[src/rtl/rr_arb_mux_if.sv]
// Channel-side and output-side handshake bundle for the round-robin / fixed-priority arbiter mux.
// The slave modport is the arbiter's view; the master modport is the environment's view.
interface rr_arb_mux_if #(
    parameter int WIDTH  = 16,
    parameter int NUM_IN = 4,
    parameter int SEL_W  = 2
);
    logic [NUM_IN-1:0]       in_valid;
    logic [NUM_IN*WIDTH-1:0] in_data;
    logic [NUM_IN-1:0]       in_ready;
    logic                    mode;
    logic                    out_valid;
    logic [WIDTH-1:0]        out_data;
    logic [SEL_W-1:0]        out_sel;
    logic                    out_ready;

    modport slave (
        input  in_valid, in_data, mode, out_ready,
        output in_ready, out_valid, out_data, out_sel
    );

    modport master (
        output in_valid, in_data, mode, out_ready,
        input  in_ready, out_valid, out_data, out_sel
    );
endinterface

[src/rtl/rr_arb_mux.sv]
// N-input arbiter feeding a single registered output word; round-robin or fixed priority per cycle.
// Grant is combinational; the output register refills in the same cycle it drains.
module rr_arb_mux #(
    parameter int WIDTH  = 16,
    parameter int NUM_IN = 4,
    parameter int SEL_W  = 2
) (
    input  logic             clk,
    input  logic             rst_n,
    rr_arb_mux_if.slave      bus
);

    logic [SEL_W-1:0]  r_last_grant;
    logic              r_out_valid;
    logic [WIDTH-1:0]  r_out_data;
    logic [SEL_W-1:0]  r_out_sel;

    logic              w_load_en;
    logic              w_gnt_found;
    logic [SEL_W-1:0]  w_gnt_idx;
    logic [NUM_IN-1:0] w_in_ready;
    logic [WIDTH-1:0]  w_gnt_data;

    assign w_load_en = rst_n && (!r_out_valid || bus.out_ready);

    // Each requester gets a search distance; the smallest distance wins.
    // Fixed priority uses the index itself, round-robin the distance past last_grant.
    always_comb begin : arb
        int best_d;
        int d;
        w_gnt_found = 1'b0;
        w_gnt_idx   = '0;
        best_d      = NUM_IN;
        d           = 0;
        for (int i = 0; i < NUM_IN; i++) begin
            d = bus.mode ? i : (i + 2*NUM_IN - 1 - int'(r_last_grant)) % NUM_IN;
            if (bus.in_valid[i] && (d < best_d)) begin
                best_d      = d;
                w_gnt_found = 1'b1;
                w_gnt_idx   = SEL_W'(i);
            end
        end
    end

    always_comb begin
        w_in_ready = '0;
        w_gnt_data = '0;
        for (int i = 0; i < NUM_IN; i++) begin
            if (w_gnt_idx == SEL_W'(i)) begin
                w_in_ready[i] = w_load_en && w_gnt_found;
                w_gnt_data    = bus.in_data[i*WIDTH +: WIDTH];
            end
        end
    end

    always_ff @(posedge clk) begin
        if (!rst_n) begin
            r_out_valid  <= 1'b0;
            r_out_data   <= '0;
            r_out_sel    <= '0;
            r_last_grant <= SEL_W'(NUM_IN-1);
        end else if (w_load_en) begin
            if (w_gnt_found) begin
                r_out_valid  <= 1'b1;
                r_out_data   <= w_gnt_data;
                r_out_sel    <= w_gnt_idx;
                r_last_grant <= w_gnt_idx;
            end else begin
                r_out_valid  <= 1'b0;
            end
        end
    end

    assign bus.in_ready  = w_in_ready;
    assign bus.out_valid = r_out_valid;
    assign bus.out_data  = r_out_data;
    assign bus.out_sel   = r_out_sel;

endmodule

[src/flat_wrapper.sv]
// flat-port wrapper written by rule: the top's interface ports become plain ports
module rr_arb_mux_flat 
#(
    parameter int WIDTH  = 16,
    parameter int NUM_IN = 4,
    parameter int SEL_W  = 2
)
  (clk, rst_n, bus_in_valid, bus_in_data, bus_mode, bus_out_ready, bus_in_ready, bus_out_valid, bus_out_data, bus_out_sel);
  rr_arb_mux_if #(.WIDTH(WIDTH), .NUM_IN(NUM_IN), .SEL_W(SEL_W)) bus_i ();
  input  logic clk;
  input  logic rst_n;
  input wire logic [$bits(bus_i.in_valid)-1:0] bus_in_valid;
  input wire logic [$bits(bus_i.in_data)-1:0] bus_in_data;
  input wire logic [$bits(bus_i.mode)-1:0] bus_mode;
  input wire logic [$bits(bus_i.out_ready)-1:0] bus_out_ready;
  output wire logic [$bits(bus_i.in_ready)-1:0] bus_in_ready;
  output wire logic [$bits(bus_i.out_valid)-1:0] bus_out_valid;
  output wire logic [$bits(bus_i.out_data)-1:0] bus_out_data;
  output wire logic [$bits(bus_i.out_sel)-1:0] bus_out_sel;
  assign bus_i.in_valid = bus_in_valid;
  assign bus_i.in_data = bus_in_data;
  assign bus_i.mode = bus_mode;
  assign bus_i.out_ready = bus_out_ready;
  assign bus_in_ready = bus_i.in_ready;
  assign bus_out_valid = bus_i.out_valid;
  assign bus_out_data = bus_i.out_data;
  assign bus_out_sel = bus_i.out_sel;
  rr_arb_mux #(.WIDTH(WIDTH), .NUM_IN(NUM_IN), .SEL_W(SEL_W)) u_core (.clk(clk), .rst_n(rst_n), .bus(bus_i));
endmodule
[config.mk]
export PLATFORM = sky130hd
export DESIGN_NAME = rr_arb_mux_flat
export DESIGN_NICKNAME = d
export VERILOG_FILES = /design/src/rtl/rr_arb_mux_if.sv /design/src/rtl/rr_arb_mux.sv /design/src/flat_wrapper.sv
export SDC_FILE = /design/constraint.sdc
export NUM_CORES = 1
export LEC_CHECK = 0
export CORE_MARGIN = 8
export CORE_UTILIZATION = 34
export DETAILED_ROUTE_END_ITERATION = 10
export GPL_ROUTABILITY_DRIVEN = 0
export HOLD_SLACK_MARGIN = 0.08
export PLACE_DENSITY_LB_ADDON = 0.1
export SLEW_MARGIN = 20
export SYNTH_ARGS = -nofsm -noshare
export SYNTH_HDL_FRONTEND = slang
export SYNTH_SLANG_ARGS = --single-unit
[constraint.sdc]
create_clock -name clk -period 6.5 [get_ports clk]
set_input_delay 1.3 -clock clk [delete_from_list [all_inputs] [get_ports clk]]
set_output_delay 1.3 -clock clk [all_outputs]
set_load 0.005 [all_outputs]
After elaboration in Yosys (flattened, before gate mapping)
Index checks and enable logic that the tools add are counted.
W data, S select, Z words.
Cells by class
  add/subtract/negate cells: 4
  multiply operators: 0
  divide/modulo/power cells: 0
  order comparisons: 4
  equal/unequal tests: 3
  shift operators: 0
  multiplexer cells: 23
  bitwise gates (word level): 4
  reduce and logical (&&, ||, !) cells: 14
Operator list (number)
  $mux W32: 7
  $lt A32 B32 Y1: 3
  $mux W16: 4
  $lt A32 B4 Y1 const B: 1
  $sub A4 B2 Y5 const A: 3
  $mux W1: 10
  $reduce_or A2 Y1: 4
  $logic_and A1 B1 Y1: 6
  $and A1 B1 Y1: 4
  $eq A2 B2 Y1 const B: 2
  $mux W2: 2
  $sub A3 B2 Y4 const A: 1
  $eq A2 B1 Y1 const B: 1
  $logic_not A2 Y1: 1
  $reduce_and A2 Y1: 1
  $logic_not A1 Y1: 1
  $logic_or A1 B1 Y1: 1
Storage, ports and cells
  bits in registers: 21
  latch bits: 0
  bits in writable memories: 0
  bits in read-only memories: 0
  memories kept: 0

Longest topological paths before layout
Gate-level depths: netlist (run 1).
  word-level depth: 21
  gate-level depth with buffers: 19

Worst setup path after synthesis (run 1)
No wires, ideal clock.
  path kind: in2out
  start: input bus_mode
  end: output bus_in_ready[1]
  arrival: 4993 ps
  setup slack: 207 ps
  stages: 19
  buffers on the path: 2
  path through: nor2_1 > nand2_1 > ha_1 > o211ai_1 > and3_1 > buf_2 > mux2_1 > ha_1 > o22ai_2 > a41o_1 > nand2_1 > mux2_2 > ha_1 > or4b_4 > o21ai_2 > o21a_2 > or2b_4 > buf_6 > nor3_1
Between the ends
  longest elaborated chain between the ends: 15
  elaborated cells between the ends (all ways): 25
  classes of those cells: order compare (4); eq/ne (1); mux (15); reduce/logical (5)
Ends and longest elaborated chain
  start: declaration: line flat_wrapper.sv:14  | input wire logic [$bits(bus_i.mode)-1:0] bus_mode;
  $mux W32: line rr_arb_mux.sv:36  | d = bus.mode ? i : (i + 2*NUM_IN - 1 - int'(r_last_grant)) % NUM_IN;
  $lt A32 B4 Y1: line rr_arb_mux.sv:37  | if (bus.in_valid[i] && (d < best_d)) begin
  $logic_and A1 B1 Y1: line rr_arb_mux.sv:37
  $mux W32: line rr_arb_mux.sv:37
  $lt A32 B32 Y1: line rr_arb_mux.sv:37
  $logic_and A1 B1 Y1: line rr_arb_mux.sv:37
  $mux W32: line rr_arb_mux.sv:37
  $lt A32 B32 Y1: line rr_arb_mux.sv:37
  $logic_and A1 B1 Y1: line rr_arb_mux.sv:37
  $mux W32: line rr_arb_mux.sv:37
  $lt A32 B32 Y1: line rr_arb_mux.sv:37
  $logic_and A1 B1 Y1: line rr_arb_mux.sv:37
  $mux W2 / $mux W1 (equally long branches): line rr_arb_mux.sv:37
  $eq A2 B1 Y1 / $logic_and A1 B1 Y1 (equally long branches): line rr_arb_mux.sv:49, rr_arb_mux.sv:50
  $mux W1 (*): line rr_arb_mux.sv:49  | if (w_gnt_idx == SEL_W'(i)) begin
  end: declaration: line flat_wrapper.sv:16  | output wire logic [$bits(bus_i.in_ready)-1:0] bus_in_ready;
Every way passes the cells marked *; elsewhere a longest branch is shown, timed or not.

Final worst setup path (run 1)
  start: input bus_mode
  end: output bus_in_ready[0]
Between the ends
  longest elaborated chain between the ends: 15
  elaborated cells between the ends (all ways): 25
  classes of those cells: order compare (4); mux (15); reduce/logical (6)
Ends and longest elaborated chain (line)
  $mux W32: rr_arb_mux.sv:36
  $lt A32 B4 Y1: rr_arb_mux.sv:37
  $logic_and A1 B1 Y1: rr_arb_mux.sv:37
  $mux W32: rr_arb_mux.sv:37
  $lt A32 B32 Y1: rr_arb_mux.sv:37
  $logic_and A1 B1 Y1: rr_arb_mux.sv:37
  $mux W32: rr_arb_mux.sv:37
  $lt A32 B32 Y1: rr_arb_mux.sv:37
  $logic_and A1 B1 Y1: rr_arb_mux.sv:37
  $mux W32: rr_arb_mux.sv:37
  $lt A32 B32 Y1: rr_arb_mux.sv:37
  $logic_and A1 B1 Y1: rr_arb_mux.sv:37
  $mux W2 / $mux W1 (equally long branches): rr_arb_mux.sv:37
  $logic_not A2 Y1 / $logic_and A1 B1 Y1 (equally long branches): rr_arb_mux.sv:49, rr_arb_mux.sv:50
  $mux W1 (*): rr_arb_mux.sv:49
Marked as above.

==> results of run 1 <==
==> worst max-delay path by stage <==
stage	startpoint	end	slack (ns)	depth (start not counted)
2_1_floorplan	bus_mode	bus_in_ready[1]	0.21	19
3_3_place_gp	bus_mode	bus_in_ready[1]	-0.33	19
3_5_place_dp	bus_mode	bus_in_ready[1]	-0.41	19
4_1_cts	bus_mode	bus_in_ready[2]	0.05	19
5_1_grt	bus_mode	bus_in_ready[0]	-0.07	18
6_report	bus_mode	bus_in_ready[0]	0.12	18
==> cells by family after synthesis <==
family / after synthesis
AO/OA/AOI/OAI: 55
multiplexers: 30
AND/OR/NAND/NOR: 29
buffers and inverters: 21
flip-flops: 21
adder cells (fa/ha/maj): 3
XOR/XNOR: 1
==> metrics by stage <==
step / power (mW) / worst slack, ns
6_report: 0.592 / 0.116
5_1_grt: 0.635 / -0.0657
4_1_cts: 0.581 / 0.0524
3_5_place_dp: 0.476 / -0.410
3_3_place_gp: 0.473 / -0.329
2_1_floorplan: 0.328 / 0.207
==> critical path, stage by stage <==
cell           delay (ns)
dlygate4sd2_1        0.26
nor2_2               0.11
nand2_1              0.08
ha_1                 0.29
o211ai_1             0.11
and3_4               0.24
mux2_4               0.31
ha_1                 0.29
o22ai_2              0.07
a41o_1               0.23
nand2_2              0.09
mux2_4               0.32
ha_4                 0.16
or4b_4               0.51
o21ai_4              0.19
a22oi_2              0.07
and3_1               0.19
dlygate4sd2_1        0.26
==> registers in the layout, indices dropped and copies added (netlist names) <==
register              cells
u_core.bus.out_data      16
u_core.bus.out_sel        2
u_core.bus.out_valid      1
u_core.r_last_grant       2
==> timing repair <==
| action | CTS | global route |
|---|---|---|
| resized for setup | 9 | 10 |
| pin swaps | 5 | 4 |
| gates cloned | 0 | 0 |
| endpoints found under the setup margin | 4 | 4 |
| buffers inserted | 12 | 3 |
==> cell type report <==
cell class,instances,area [um^2]
Inverter,10,37.5
Tap cell,52,65.1
Sequential cell,21,420
Multi-Input combinational cell,118,1040
Timing Repair Buffer,126,1170
Fill cell,392,1580
Clock buffer,4,45.0
==> power by group through the flow <==
stage                     registers [mW]  clock network (mW)  logic (mW)
after floorplan                    0.179                   0       0.149
after global placement             0.176                   0       0.296
after detailed placement           0.177                   0       0.298
after CTS                          0.175              0.0887       0.318
after global routing               0.179              0.0950       0.361
final                              0.175              0.0858       0.332
==> layer usage <==
| metal | routed length [um] | share of wire, % | global-route usage, % | vias to the layer above |
|---|---|---|---|---|
| li1 | - | - | - | 847 |
| met1 | 2260 | 41 | 16.8 | 792 |
| met2 | 2820 | 50 | 26.9 | 56 |
| met3 | 396 | 7.1 | 5.27 | 10 |
| met4 | 106 | 1.9 | 4.40 | 0 |
| met5 | 0 | 0 | 0 | - |
==> placed cells by master, fill, tap and decap left out, types with 2 or more instances in the layout <==
cell type and count:
mux2_4 2, o32a_1 2, o21ai_1 5, clkdlybuf4s50_1 88
o21ai_2 7, dlygate4sd2_1 4, a22oi_1 9, inv_1 10
a21oi_1 4, o21ai_0 4, clkbuf_8 3, dfxtp_1 21
buf_4 32, mux2i_1 12, o221ai_1 3, mux2_2 15
nand2_1 8, nor2_1 3, a22oi_2 8, ha_1 2
clkbuf_2 2
==> impl_metrics.env, run 1 <==
export IMPL_die_h_um=83.4
export IMPL_worstPathArrival_ns=5.08
export IMPL_route_final_wire_length_um=5590
export IMPL_max_slew_margin_pct=47.3
export IMPL_required_time_of_the_critical_path_ns=5.20
export IMPL_hp_start="u_core.bus.out_data[2]"
export IMPL_cts_htree_levels=1
export IMPL_die_width_um=83.4
export IMPL_hold_path_cell_count=2
export IMPL_setup_worst_path_end_class="primary output"
export IMPL_reg2reg_launch_point="u_core.r_last_grant[0]"
export IMPL_reg2reg_setup_slack_ns=2.25
export IMPL_crit_path_start_kind="primary input"
export IMPL_num_antenna_cells=0
export IMPL_final_period_utilization_pct=98.2
export IMPL_reg2reg_to="u_core.bus.out_data[10]"
export IMPL_post_synth_inst_count=160
export IMPL_floorplan_initialDensity_pct=35.5
export IMPL_instances_no_fill=331
export IMPL_rr_worst_depth=18
export IMPL_pwr_density_cell_nw_per_um2=213
export IMPL_fin_area_um2=2770
export IMPL_pin_count_of_the_biggest_net_entering_global_routing=17
export IMPL_drv_slew=0
export IMPL_synth_edff_count=0
export IMPL_grt_pass1_wl_um=9070
export IMPL_synth_seq_area_share_pct=27.2
export IMPL_clock_path_buffers=2
export IMPL_fmax_mhz=157
export IMPL_crit_type="primary input to primary output"
export IMPL_synth_compound_area_share_pct=29.1
export IMPL_ios=95
export IMPL_yosys_area_top_type="dfxtp_1"
export IMPL_final_hold_violation_count=0
export IMPL_setup_violations=0
export IMPL_clock_tree_from_tritoncts="yes"
export IMPL_yosys_area_share_xor_xnor_pct=0.567
export IMPL_cts_root_buffer="clkbuf_8"
export IMPL_syn_cell_area_um2=1550
export IMPL_post_dp_cell_area_um2=2590
export IMPL_number_of_antenna_violations_at_the_first_check_in_global_routing=0
export IMPL_clkTransAtPathRegs_ns=0.08
export IMPL_clock_skew_ns=0.00393
export IMPL_whs_endpoint="u_core.bus.out_data[2]"
export IMPL_synth_ff_type="dfxtp_1"
export IMPL_synth_ff_latch_count=21
export IMPL_synth_warning_count=0
export IMPL_final_min_clock_period_ns=6.38
export IMPL_firstDrtPassIters=4
export IMPL_yosys_cell_types_count=49
export IMPL_run_status="completed"
export IMPL_route_detailed_vias_per_inst=5.15
export IMPL_syn2layout_area_growth_pct=79.5
export IMPL_synthArstFlopShare_pct=0
export IMPL_final_layout_size_suffix_gt1_share_pct=29.4
export IMPL_vias=1705
export IMPL_die_area_um2=6960
export IMPL_hpwlAfterDp_um=4220
export IMPL_drtAntennaViolNets=0
export IMPL_clockPowerShare_pct=14.5
export IMPL_global_route_overflow_total=0
export IMPL_place_port_buffers=94
export IMPL_dp_cells=312
export IMPL_drtIter0Drc=46
export IMPL_placeableCoreArea_um2=4350
export IMPL_power_combinational_fraction_pct=56.0
export IMPL_fraction_of_post_synthesis_cell_area_in_the_top_cell_type_by_area_pct=27.2
export IMPL_netSwitchingPower_mw=0.190
export IMPL_first_global_vias=1814
export IMPL_synth_most_common_cell="dfxtp_1"
export IMPL_setup_tns_final_ns=0
export IMPL_p_leak_nw=1.17
export IMPL_slew_worst_pin_ns=0.790
export IMPL_max_vdd_ir_drop_mv=0.116
export IMPL_synth_area_leaders="dfxtp_1, mux2_2, mux2i_1, a22oi_2, a22oi_1"
export IMPL_maxcap_viol_count=0
export IMPL_dominant_combinational_cell_family_by_area_after_synthesis="compound AO/OA/AOI/OAI gates"
export IMPL_cts_sink_count=21
export IMPL_wire_per_inst_um=16.9
export IMPL_design_final_nets=355
export IMPL_ys_top_cells_by_count="dfxtp_1, mux2_2, mux2i_1"
export IMPL_synthMuxAreaShare_pct=20.9
export IMPL_fin_worst_hold_slack_ns=0.477
export IMPL_min_delay_path_class="register to register"
export IMPL_drc=0
export IMPL_core_rowCount=24
export IMPL_netSwitchingFraction_pct=32.0
export IMPL_critical_path_max_fanout=3
export IMPL_post_synth_fa_ha_maj_area_fraction_pct=2.43
export IMPL_global_route_usage_total_pct=15.3
export IMPL_synthesis_area_per_instance_um2=9.66
export IMPL_synthesis_nets=235
export IMPL_cts_inserted_buffers=3
export IMPL_clock_insertion_delay_worst_skew_ns=0.25
export IMPL_synth_simple_gate_area_share_pct=11.5
export IMPL_utilization_pct=63.7
export IMPL_power_report_internal_total_mw=0.403
export IMPL_sequentialPowerShare_pct=29.5
export IMPL_cts_hold_fix_buffers=0
Power figures use the tool's default switching activity.
==> run 2: changes to the inputs <==
--- a/config.mk
+++ b/config.mk
@@ -11,6 +11,7 @@
 export GPL_ROUTABILITY_DRIVEN = 0
 export HOLD_SLACK_MARGIN = 0.08
 export PLACE_DENSITY_LB_ADDON = 0.1
+export REMOVE_ABC_BUFFERS = 1
 export SLEW_MARGIN = 20
 export SYNTH_ARGS = -nofsm -noshare
 export SYNTH_HDL_FRONTEND = slang
==> run 2 against run 1 <==
Compared with the run above:
- register-to-register slack lost 0.08 ns
- clock-buffer cell count unchanged
- combinational power fell by 3%
- via count down 1.2%
- die area did not move
==> impl_metrics.env, run 2 (same netlist as run 1, synthesis figures left out) <==
export IMPL_whs_endpoint="u_core.bus.out_data[6]"
export IMPL_grt_pass1_wl_um=8420
export IMPL_cts_sink_count=21
export IMPL_reg2reg_setup_slack_ns=2.17
export IMPL_setup_worst_path_end_class="primary output"
export IMPL_hold_path_cell_count=2
export IMPL_netSwitchingFraction_pct=31.8
export IMPL_setup_repair_after_global_routing_missed_its_margin="true"
export IMPL_reg2reg_to="u_core.bus.out_data[12]"
export IMPL_pwr_density_cell_nw_per_um2=212
export IMPL_required_time_of_the_critical_path_ns=5.20
export IMPL_final_period_utilization_pct=99.4
export IMPL_cts_htree_levels=1
export IMPL_rr_worst_depth=19
export IMPL_post_dp_cell_area_um2=2580
export IMPL_floorplan_initialDensity_pct=35.5
export IMPL_cts_hold_fix_buffers=0
export IMPL_fin_area_um2=2750
export IMPL_clock_tree_from_tritoncts="yes"
export IMPL_num_antenna_cells=0
export IMPL_route_final_wire_length_um=5360
export IMPL_largest_reg_flops=16
export IMPL_hp_start="u_core.bus.out_data[6]"
export IMPL_drv_slew=0
export IMPL_final_hold_violation_count=0
export IMPL_power_report_internal_total_mw=0.397
export IMPL_placeableCoreArea_um2=4350
export IMPL_ios=95
export IMPL_crit_path_start_kind="primary input"
export IMPL_route_detailed_vias_per_inst=5.17
export IMPL_sequentialPowerShare_pct=30.0
export IMPL_number_of_antenna_violations_at_the_first_check_in_global_routing=0
export IMPL_reg2reg_launch_point="u_core.r_last_grant[0]"
export IMPL_hpwlAfterDp_um=4190
export IMPL_vias=1685
export IMPL_worstPathArrival_ns=5.16
export IMPL_clock_insertion_delay_worst_skew_ns=0.25
export IMPL_fin_total_pwr_mw=0.582
export IMPL_global_route_overflow_total=0
export IMPL_place_port_buffers=94
export IMPL_setup_violations=0
export IMPL_drc=0
export IMPL_min_delay_path_class="register to register"
export IMPL_final_min_clock_period_ns=6.46
export IMPL_p_leak_nw=1.15
export IMPL_design_final_nets=350
export IMPL_core_rowCount=24
export IMPL_timing_critical_path_cells="dlygate4sd2_1, nor2_2, nand2_2, ha_4, o211ai_1, and3_1, mux2_4, ha_4, o22ai_2, a41o_1, nand2_2, mux2_2, ha_2, or4b_4, o21ai_4, buf_4, o21a_2, or2b_4, nor3_2, buf_2"
export IMPL_utilization_pct=63.2
export IMPL_clock_skew_ns=0.00187
export IMPL_slowest_stage="or4b_4"
export IMPL_drtAntennaViolNets=0
export IMPL_max_slew_margin_pct=50.0
export IMPL_cts_root_buffer="clkbuf_8"
export IMPL_pin_count_of_the_biggest_net_entering_global_routing=17
export IMPL_timing_critical_path_slowest_cell_delay_ns=0.54
export IMPL_clock_path_buffers=2
export IMPL_syn2layout_area_growth_pct=78.1
export IMPL_die_width_um=83.4
export IMPL_cts_inserted_buffers=3
export IMPL_wire_per_inst_um=16.4
export IMPL_crit_type="primary input to primary output"
export IMPL_layout_cells_most_common="clkdlybuf4s50_1"
export IMPL_final_layout_size_suffix_gt1_share_pct=29.9
export IMPL_fmax_mhz=155
export IMPL_clkTransAtPathRegs_ns=0.07
export IMPL_firstDrtPassIters=4
export IMPL_global_route_usage_total_pct=14.4
export IMPL_maxcap_viol_count=0
export IMPL_power_combinational_fraction_pct=55.4
export IMPL_setup_tns_final_ns=0
export IMPL_max_vdd_ir_drop_mv=0.0993
export IMPL_critical_path_max_fanout=3
export IMPL_slew_worst_pin_ns=0.749
export IMPL_drtIter0Drc=52
export IMPL_final_cell_mix="clkdlybuf4s50_1, buf_4, dfxtp_1, mux2_2, mux2i_1"
export IMPL_run_status="completed"
export IMPL_clockPowerShare_pct=14.6
export IMPL_die_area_um2=6960
export IMPL_first_global_vias=1734
export IMPL_netSwitchingPower_mw=0.185
export IMPL_die_h_um=83.4
run 2: timing repair:
action | in CTS | in global routing
resized for setup | 11 | 13
endpoints found under the setup margin | 4 | 4
pin swaps | 4 | 7
buffers inserted | 6 | 5
run 2: power groups by stage:
stage	Sequential (mW)	Combinational [mW]	Clock, mW
2_1_floorplan	0.179	0.137	0
3_3_place_gp	0.177	0.295	0
3_5_place_dp	0.177	0.296	0
4_1_cts	0.174	0.311	0.0874
5_1_grt	0.178	0.349	0.0939
6_report	0.175	0.323	0.0848
run 2: cell type report:
| cell class | instances | area, um^2 |
|---|---|---|
| Clock buffer | 4 | 45.0 |
| Multi-Input combinational cell | 118 | 1060 |
| Tap cell | 52 | 65.1 |
| Inverter | 10 | 37.5 |
| Timing Repair Buffer | 121 | 1130 |
| Fill cell | 402 | 1600 |
| Sequential cell | 21 | 420 |
run 2: layer usage:
layer  global-route usage, %  up-vias  wire length (um)
met5                       0        -                 0
met4                    2.83        0                18
met3                    5.18        2               392
met2                    25.7       48              2820
met1                    15.9      795              2130
li1                        -      840                 -
run 2: worst max path at each step:
stage	endpoint	slack (ns)	from	cells past startpoint
after global routing	bus_in_ready[2]	-0.07	bus_mode	20
after global placement	bus_in_ready[2]	-0.37	bus_mode	19
final	bus_in_ready[1]	0.04	bus_mode	20
after floorplan	bus_in_ready[1]	-0.32	bus_mode	17
after CTS	bus_in_ready[1]	-0.1	bus_in_valid[0]	19
after detailed placement	bus_in_ready[2]	-0.44	bus_mode	19
run 2: per-stage QoR:
| stage | instances | hold WS [ns] | setup slack, ns |
|---|---|---|---|
| after floorplan | 149 | 0.457 | -0.322 |
| after global routing | 326 | 0.493 | -0.0736 |
| after CTS | 321 | 0.481 | -0.0958 |
| after global placement | 311 | 0.454 | -0.372 |
| after detailed placement | 311 | 0.455 | -0.438 |
| final | 326 | 0.475 | 0.0365 |
run 2: worst max-delay path, delay by kind of cell:
family,cells,cell delay (ns)
buffers and inverters,3,0.54
AND/OR/NAND/NOR,7,1.25
multiplexers,2,0.66
adder cells (fa/ha/maj),3,0.72
AO/OA/AOI/OAI,5,0.69
==> run 3: changes to the inputs <==
--- a/config.mk
+++ b/config.mk
@@ -5,8 +5,10 @@
 export SDC_FILE = /design/constraint.sdc
 export NUM_CORES = 1
 export LEC_CHECK = 0
+export CAP_MARGIN = 15
 export CORE_MARGIN = 8
-export CORE_UTILIZATION = 34
+export CORE_UTILIZATION = 40
+export CTS_CLUSTER_SIZE = 12
 export DETAILED_ROUTE_END_ITERATION = 10
 export GPL_ROUTABILITY_DRIVEN = 0
 export HOLD_SLACK_MARGIN = 0.08
==> constraint.sdc (replaced) <==
create_clock -name clk -period 8 [get_ports clk]
set_input_delay 1.6 -clock clk [delete_from_list [all_inputs] [get_ports clk]]
set_output_delay 1.6 -clock clk [all_outputs]
set_load 0.005 [all_outputs]
==> run 3 against run 2 <==
Compared with the run above:
- total power fell by 25%
- largest cell class is now multi-input gates
- core utilization up 6.1 points
- die area shrank 12%
- non-clock buffer count is 20 lower
- first-iteration DRC count is 13% higher
- worst hold slack got worse by 0.0013 ns
==> impl_metrics.env, run 3 (same netlist as run 1, synthesis figures left out) <==
export IMPL_run_status="completed"
export IMPL_ios=95
export IMPL_fmax_mhz=130
export IMPL_fin_total_pwr_mw=0.437
export IMPL_final_layout_size_suffix_gt1_share_pct=20.1
export IMPL_cts_root_buffer="clkbuf_8"
export IMPL_setup_repair_after_global_routing_missed_its_margin="false"
export IMPL_crit_path_start_kind="primary input"
export IMPL_timing_critical_path_cells="clkdlybuf4s50_1, nor2_2, nand2_1, ha_1, o211ai_1, and3_1, mux2_1, ha_1, o22ai_2, a41o_1, nand2_1, mux2_2, ha_1, or4b_4, o21ai_2, o21a_2, or3_1, inv_1, clkdlybuf4s50_1"
export IMPL_placeableCoreArea_um2=3690
export IMPL_die_width_um=78.2
export IMPL_final_hold_violation_count=0
export IMPL_worstPathArrival_ns=6.11
export IMPL_clock_tree_from_tritoncts="yes"
export IMPL_place_worst_setup_slack_ns=0.234
export IMPL_drtIter0Drc=59
export IMPL_reg2reg_to="u_core.bus.out_data[15]"
export IMPL_max_vdd_ir_drop_mv=0.0924
export IMPL_clock_skew_ns=0.00111
export IMPL_drv_slew=0
export IMPL_die_h_um=78.2
export IMPL_final_critical_path_setup_slack_ns=0.287
export IMPL_cts_hold_fix_buffers=0
export IMPL_final_cell_mix="clkdlybuf4s50_1, dfxtp_1, mux2_2, mux2i_1"
export IMPL_clkTransAtPathRegs_ns=0.08
export IMPL_final_period_utilization_pct=96.4
export IMPL_reg2reg_setup_slack_ns=3.69
export IMPL_whs_endpoint="u_core.bus.out_data[6]"
export IMPL_pwr_density_cell_nw_per_um2=171
export IMPL_die_area_um2=6110
export IMPL_clock_path_buffers=2
export IMPL_hp_start="u_core.bus.out_data[6]"
export IMPL_place_port_buffers=94
export IMPL_layout_cells_most_common="clkdlybuf4s50_1"
export IMPL_route_detailed_vias_per_inst=5.23
export IMPL_setup_worst_path_end_class="primary output"
export IMPL_setup_violations=0
export IMPL_hpwlAfterDp_um=4020
export IMPL_min_delay_path_class="register to register"
export IMPL_global_route_usage_total_pct=15.8
export IMPL_global_route_overflow_total=0
export IMPL_required_time_of_the_critical_path_ns=6.40
export IMPL_clock_insertion_delay_worst_skew_ns=0.25
export IMPL_slew_worst_pin_ns=0.743
export IMPL_route_final_wire_length_um=4930
export IMPL_instances_no_fill=302
export IMPL_fin_worst_hold_slack_ns=0.474
export IMPL_core_rowCount=22
export IMPL_crit_path_frequent_cell="ha_1"
export IMPL_wire_per_inst_um=16.3
export IMPL_max_slew_margin_pct=50.4
export IMPL_post_dp_cell_area_um2=2500
export IMPL_reg2reg_launch_point="u_core.r_last_grant[0]"
export IMPL_first_global_vias=1666
export IMPL_pin_count_of_the_biggest_net_entering_global_routing=17
export IMPL_number_of_antenna_violations_at_the_first_check_in_global_routing=0
export IMPL_rr_worst_depth=18
export IMPL_floorplan_initialDensity_pct=41.9
export IMPL_num_antenna_cells=0
export IMPL_setup_tns_final_ns=0
export IMPL_cp_top_family="simple AND/OR/NAND/NOR gates"
export IMPL_cts_inserted_buffers=3
export IMPL_crit_type="primary input to primary output"
export IMPL_largest_reg_flops=16
export IMPL_firstDrtPassIters=4
export IMPL_syn2layout_area_growth_pct=65.5
export IMPL_maxcap_viol_count=0
export IMPL_grt_pass1_wl_um=8030
export IMPL_utilization_pct=69.3
export IMPL_slowest_stage="or4b_4"
export IMPL_vias=1578
export IMPL_critical_path_n_buffers_inverters=3
export IMPL_dp_cells=297
export IMPL_p_leak_nw=1.02
export IMPL_cts_sink_count=21
export IMPL_critical_path_max_fanout=5
export IMPL_design_final_nets=330
export IMPL_hold_path_cell_count=2
export IMPL_drc=0
export IMPL_fin_area_um2=2560
export IMPL_drtAntennaViolNets=0
export IMPL_cts_htree_levels=1
export IMPL_final_min_clock_period_ns=7.71
export IMPL_timing_critical_path_slowest_cell_delay_ns=0.50
run 3: timing repair:
item	4_1_cts	5_1_grt
gates resized for setup	0	1
setup buffers	0	1
setup endpoints to repair	0	2
run 3: worst max-delay path by stage:
stage                        start              end  slack (ns)  cells after the start
after floorplan           bus_mode  bus_in_ready[1]        0.58                     17
after global placement    bus_mode  bus_in_ready[2]        0.33                     19
after detailed placement  bus_mode  bus_in_ready[2]        0.23                     19
after CTS                 bus_mode  bus_in_ready[2]        0.22                     19
after global routing      bus_mode  bus_in_ready[2]       0.009                     19
final                     bus_mode  bus_in_ready[2]        0.29                     19
run 3: final cells by class:
cell class | instances | area, um^2
timing repair buffer | 101 | 993
clock buffer | 3 | 41.3
clock inverter | 1 | 5.00
sequential | 21 | 420
inverter | 10 | 37.5
tap | 48 | 60.1
multi-input combinational | 118 | 1000
fill | 328 | 1130
run 3: routing by layer:
metal / part of all wire [%] / global-route usage (%) / up-vias
met5: 0 / 0 / -
met4: 0.30 / 1.67 / 0
met3: 9.3 / 6.61 / 2
met2: 54 / 30.2 / 45
met1: 37 / 15.9 / 734
li1: - / - / 797
run 3: worst min-delay path, stage by stage (launching register included):
cell and delay, ns:
dfxtp_1 0.34, nand2_1 0.05, o221ai_1 0.05
run 3: report_power, final:
group	internal [mW]	switching [mW]	total [mW]
sequential	0.128	0.0145	0.142
clock	0.0346	0.0339	0.0685
combinational	0.136	0.0904	0.226
total	0.298	0.139	0.437
